### src/rtl/pipeline_ctrl.sv
// Pipeline hazard/stall controller: derives per-stage write enables, flush and bubble
// from hazard, branch and memory handshakes, with a data-memory timeout watchdog.
module pipeline_ctrl #(
   parameter logic [7:0] TIMEOUT = 8'd255
) (
   input  logic        clk_i,
   input  logic        rst_i,
   input  logic        hazard_stall_i,
   input  logic        branch_taken_i,
   input  logic        imem_ready_i,
   input  logic        dmem_req_i,
   input  logic        dmem_ready_i,
   input  logic        perf_clr_i,
   output logic        pc_write_o,
   output logic        ifid_write_o,
   output logic        ifid_flush_o,
   output logic        idex_bubble_o,
   output logic        exmem_write_o,
   output logic        memwb_write_o,
   output logic        err_o,
   output logic [31:0] stall_cycles_o,
   output logic [15:0] flush_cnt_o
);

   localparam int unsigned WAIT_W  = 8;
   localparam int unsigned STALL_W = 32;
   localparam int unsigned FLUSH_W = 16;

   typedef enum logic [1:0] {
      ST_RUN      = 2'd0,
      ST_MEM_WAIT = 2'd1,
      ST_HALT     = 2'd2
   } state_t;

   state_t               state_q;
   state_t               state_d;
   logic [WAIT_W-1:0]    wait_cnt_q;
   logic [WAIT_W-1:0]    wait_cnt_d;
   logic                 err_q;
   logic [STALL_W-1:0]   stall_cnt_q;
   logic [FLUSH_W-1:0]   flush_cnt_q;
   logic                 mem_wait;
   logic                 redirect;

   // State register and timeout counter
   always_ff @(posedge clk_i or posedge rst_i) begin
      if (rst_i) begin
         state_q    <= ST_RUN;
         wait_cnt_q <= '0;
      end else begin
         state_q    <= state_d;
         wait_cnt_q <= wait_cnt_d;
      end
   end

   // Next state plus Mealy outputs; priority HALT > memory wait > hazard > branch > fetch wait
   always_comb begin
      state_d       = state_q;
      wait_cnt_d    = wait_cnt_q;
      mem_wait      = 1'b0;
      redirect      = 1'b0;
      pc_write_o    = 1'b1;
      ifid_write_o  = 1'b1;
      ifid_flush_o  = 1'b0;
      idex_bubble_o = 1'b0;
      exmem_write_o = 1'b1;
      memwb_write_o = 1'b1;

      case (state_q)
         ST_RUN: begin
            if (dmem_req_i && !dmem_ready_i) begin
               mem_wait   = 1'b1;
               state_d    = ST_MEM_WAIT;
               wait_cnt_d = WAIT_W'(1);
            end
         end
         ST_MEM_WAIT: begin
            if (!dmem_ready_i) begin
               mem_wait = 1'b1;
               if (wait_cnt_q == TIMEOUT) begin
                  state_d = ST_HALT;
               end else begin
                  wait_cnt_d = wait_cnt_q + WAIT_W'(1);
               end
            end else begin
               state_d    = ST_RUN;
               wait_cnt_d = '0;
            end
         end
         ST_HALT: begin
            state_d = ST_HALT;
         end
         default: begin
            state_d    = ST_RUN;
            wait_cnt_d = '0;
         end
      endcase

      if (state_q == ST_HALT || mem_wait) begin
         pc_write_o    = 1'b0;
         ifid_write_o  = 1'b0;
         exmem_write_o = 1'b0;
         memwb_write_o = 1'b0;
      end else if (hazard_stall_i) begin
         pc_write_o    = 1'b0;
         ifid_write_o  = 1'b0;
         idex_bubble_o = 1'b1;
      end else if (branch_taken_i) begin
         ifid_flush_o = 1'b1;
         redirect     = 1'b1;
      end else if (!imem_ready_i) begin
         pc_write_o   = 1'b0;
         ifid_flush_o = 1'b1;
      end

      // Everything quiet while reset is held
      if (rst_i) begin
         pc_write_o    = 1'b0;
         ifid_write_o  = 1'b0;
         ifid_flush_o  = 1'b0;
         idex_bubble_o = 1'b0;
         exmem_write_o = 1'b0;
         memwb_write_o = 1'b0;
         redirect      = 1'b0;
      end
   end

   // Sticky timeout error, cleared only by reset
   always_ff @(posedge clk_i or posedge rst_i) begin
      if (rst_i) begin
         err_q <= 1'b0;
      end else if (state_d == ST_HALT) begin
         err_q <= 1'b1;
      end
   end

   // Saturating performance counters; clear beats increment
   always_ff @(posedge clk_i or posedge rst_i) begin
      if (rst_i) begin
         stall_cnt_q <= '0;
         flush_cnt_q <= '0;
      end else if (perf_clr_i) begin
         stall_cnt_q <= '0;
         flush_cnt_q <= '0;
      end else begin
         if (!pc_write_o && (stall_cnt_q != {STALL_W{1'b1}})) begin
            stall_cnt_q <= stall_cnt_q + STALL_W'(1);
         end
         if (redirect && (flush_cnt_q != {FLUSH_W{1'b1}})) begin
            flush_cnt_q <= flush_cnt_q + FLUSH_W'(1);
         end
      end
   end

   assign err_o          = err_q;
   assign stall_cycles_o = stall_cnt_q;
   assign flush_cnt_o    = flush_cnt_q;

endmodule

### config.mk
export PLATFORM = sky130hd
export DESIGN_NAME = pipeline_ctrl
export DESIGN_NICKNAME = d
export VERILOG_FILES = /design/src/rtl/pipeline_ctrl.sv
export SDC_FILE = /design/constraint.sdc
export NUM_CORES = 1
export LEC_CHECK = 0
export ABC_CLOCK_PERIOD_IN_PS = 3000
export BUFFER_PORTS_ARGS = -buffer_cell sky130_fd_sc_hd__buf_2
export CAP_MARGIN = 20
export CELL_PAD_IN_SITES_DETAIL_PLACEMENT = 0
export CELL_PAD_IN_SITES_GLOBAL_PLACEMENT = 1
export CORE_ASPECT_RATIO = 0.7
export CORE_UTILIZATION = 45
export CTS_BUF_LIST = sky130_fd_sc_hd__clkbuf_4 sky130_fd_sc_hd__clkbuf_8 sky130_fd_sc_hd__clkbuf_16
export DETAILED_ROUTE_END_ITERATION = 12
export GPL_ROUTABILITY_DRIVEN = 0
export PLACE_DENSITY_LB_ADDON = 0.1
export SYNTH_ARGS = -nofsm -noshare
export SYNTH_HDL_FRONTEND = slang
export SYNTH_SLANG_ARGS = --single-unit
### constraint.sdc
create_clock -name clk_i -period 3 [get_ports clk_i]
set_input_delay 0.45 -clock clk_i [delete_from_list [all_inputs] [get_ports clk_i]]
set_output_delay 0.45 -clock clk_i [all_outputs]
set_load 0.005 [all_outputs]
==> metrics.md <==
| Metric | Value |
|---|---|
| PortBufs | `62` |
| Row count | `25` |
| Outcome | `complete, no violations` |
| VDD IR-drop max | `0.1633 mV` |
| Yosys top cell area share | `44.83%` |
| Worst Setup Start Kind | `flip-flop` |
| RSZ-0062 raised after global routing | `no` |
| Core Area | `6913 um2` |
| Critical Setup Path Class | `reg -> out` |
| Synth Area in XOR/XNOR | `~4.5%` |
| Post-route ant nets | `0` |
| DR iter-0 viols | `185` |
| Setup bufs post-CTS | `0` |
| P_leak | `1.680 nW` |
| Leading area contributor after synthesis | `dfrtp_1` |
| Worst EP required | `2.55 ns` |
| Max-Cap Viols | `0` |
| Fin crit period | `2.420 ns` |
| Vias per cell | `5.784` |
| CTS tree | `yes` |
| Yosys reg bits | `59` |
| CP delay by family, top | `compound AO/OA/AOI/OAI gates` |
| Synth area leaders | `dfrtp_1, a21oi_1, or3_1` |
| Post-Synth Simple-Gate Area | `about 28%` |
| Main combinational cell family by area after synthesis | `simple AND/OR/NAND/NOR gates` |
| Share of layout cells above drive strength 1 | `about 24%` |
| CTS buffer count | `9` |
| Max Root-Sink Buffers | `2` |
| Arrival time worst endpoint | `1.97 ns` |
| Chip width | `around 100 um` |
| Post-CTS sizing | `0` |
| FF-to-FF path depth | `6` |
| Syn_nets | `365` |
| Mapped cell area | `between 3000 and 4000 um2` |
| Sequential share of the synthesized area | `between 40% and 50%` |
| Antenna violations before repair | `0` |
| Number of global-route vias before repair | `2,723` |
| Hpwl dp | `5758 um` |
| CP max stage cell | `dfrtp_1` |
| Max Clock Freq | `413.3 MHz` |
| Fillers | `around 630` |
| Via count | `2,967` |
| Crit share post-route | `80.65%` |
| Mux contribution to synthesized area | `1.558%` |
| Synth Area in Compound Gates | `between 10 and 15%` |
| DR WL/cell | `16.15 um` |
| Min-delay worst type | `in -> async` |
| Worst Tran Pin Value | `just over 0.9 ns` |
| Antenna Cells | `0` |
| Hold Vio Cnt, Final | `0` |
| Max-slew violation count | `0` |
| Clock slew at the register clock pins of the worst setup and hold paths | `0.06 ns` |
| R2R Setup Slk | `roughly 0.6 ns` |
| WL final | `8284 um` |
| Most common cell after layout, fill and taps aside | `buf_2` |
| Initial core utilization | `approximately 48%` |
| Placed cells | `roughly 500` |
| Root Buffer | `clkbuf_8` |
| Chip height | `approximately 74 um` |
| DR pass1 iterations | `5` |
| Die area | `7670 um2` |
| Post-synthesis area per instance | `9.303 um2` |
| Largest stage delay on the critical path | `0.46 ns` |
| Largest net degree at the start of global routing | `between 40 and 50` |
| Synth Area in Adders | `1.140%` |
| CTS Hold Buffers Added | `0` |
| CP bufs+invs | `2` |
| Gr usage total | `23.77%` |
| Final setup TNS | `0 ns` |
| Synth Instances | `354` |
| Critical Path, Cell by Cell | `or2_1 > a2111o_1 > buf_4 > a21oi_1 > buf_2` |
| WP depth | `5` |
| Area Growth Syn to Fin | `16.41%` |
| CP max FO | `19` |
| # clock sinks | `59` |
| Most frequent cells in the layout | `buf_2, dfrtp_1, a21oi_1, nor2_1, or3_1` |
| NumNets Final | `426` |
| Pwr/cell area | `411.6 nW/um2` |
| Setup violators final | `0` |
| Max-slew headroom | `38.09%` |
| Total chip power | `1.578 mW` |
| H-tree lvl count | `3` |
| Num ports | `63` |
| First-pass GRT wire length | `14,210 um` |
| Clock Skews | `0.008882 ns` |
| Grt ovf | `0` |
| YS warnings | `0` |
| DRC | `0` |
| CP endpoint kind | `primary output` |
| Cell Count, Final, Fillers Out | `about 510` |
| Synth unique cells | `43` |
| Clk_lat worst skew | `0.34 ns` |
## cell families after synthesis
| family | count (synthesis) |
|---|---|
| simple gates | 155 |
| compound gates | 83 |
| flops | 59 |
| buf+inv | 32 |
| xor+xnor | 17 |
| mux | 5 |
| fa+ha+maj | 3 |
## synth_stat cells
master     number
nand3_1        21
o2111ai_2       1
nor4_2          7
and2_1          3
a41oi_1         1
dfrtp_1        59
o22ai_1         2
o31ai_1         5
inv_1          11
nor2_1         26
or2_1           1
ha_1            3
and3_1         10
nor3_1          2
o22ai_2         1
and4_1          9
o21ai_0        23
nor4b_2         2
clkbuf_1       13
or2_2           1
o21ai_1         2
buf_4           1
nand4_1        20
nor3_2          2
buf_6           5
or3_1          25
o21a_1          4
nand3b_1        1
a21o_1          2
xnor2_1        16
mux2i_1         4
or4_1           5
a2111o_1        1
clkbuf_2        1
mux2_2          1
nor4_1          4
buf_2           1
nand2_1        15
nor2b_1         1
a31oi_1         2
a21boi_0        1
a21oi_1        38
xor2_1          1
## state kept, by name, indices dropped and copies added (netlist names)
register	flops
flush_cnt_o	16
wait_cnt_q	8
stall_cycles_o	32
err_o	1
state_q	2
## stage by stage
step	util [%]	area, um2	hold WS [ns]	worst slack (ns)
floorplan	-	3293	0.4441	0.9513
global placement	53.03	3666	0.4468	0.6676
detailed placement	53.03	3666	0.4540	0.6193
CTS	55.46	3834	0.2704	0.5662
global route	55.46	3834	0.3093	0.3806
finish	55.46	3834	0.2523	0.5805
## layout make-up
type | count | area [um2] | share of cell area (%)
repair buffers | 71 | 377.9 | 9.856
well taps | 94 | 117.6 | 3.068
inverters | 11 | 41.29 | 1.077
clock inverters | 3 | 15.01 | 0.3916
multi-input cells | 263 | 1653 | 43.11
clock buffers | 12 | 152.6 | 3.982
flip-flops and latches | 59 | 1476 | 38.51
## worst paths after layout
kind	from	end
worst min-delay path	rst_i	state_q[0]
worst max-delay path	state_q[0]	ifid_flush_o
worst max register to register	stall_cycles_o[18]	stall_cycles_o[15]
min in group clk_i	err_o	err_o
max in group asynchronous	rst_i	flush_cnt_o[14]
worst min register to register	err_o	err_o
## per-layer routing
metal / GRT usage, % / part of all wire (%) / up-vias
li1: - / - / 1437
met1: 36.37 / 52 / 1421
met2: 32.74 / 40 / 99
met3: 5.590 / 6.0 / 10
met4: 7.302 / 1.1 / 0
met5: 0 / 0 / -
## power by group
part	internal [mW]	leakage, nW	total [mW]	switching (mW)
Combinational	0.0393	0.771	0.112	0.0731
Clock	0.332	0.0928	0.636	0.304
Sequential	0.810	0.816	0.829	0.0193
No activity file was read; power rests on OpenSTA's default activity.
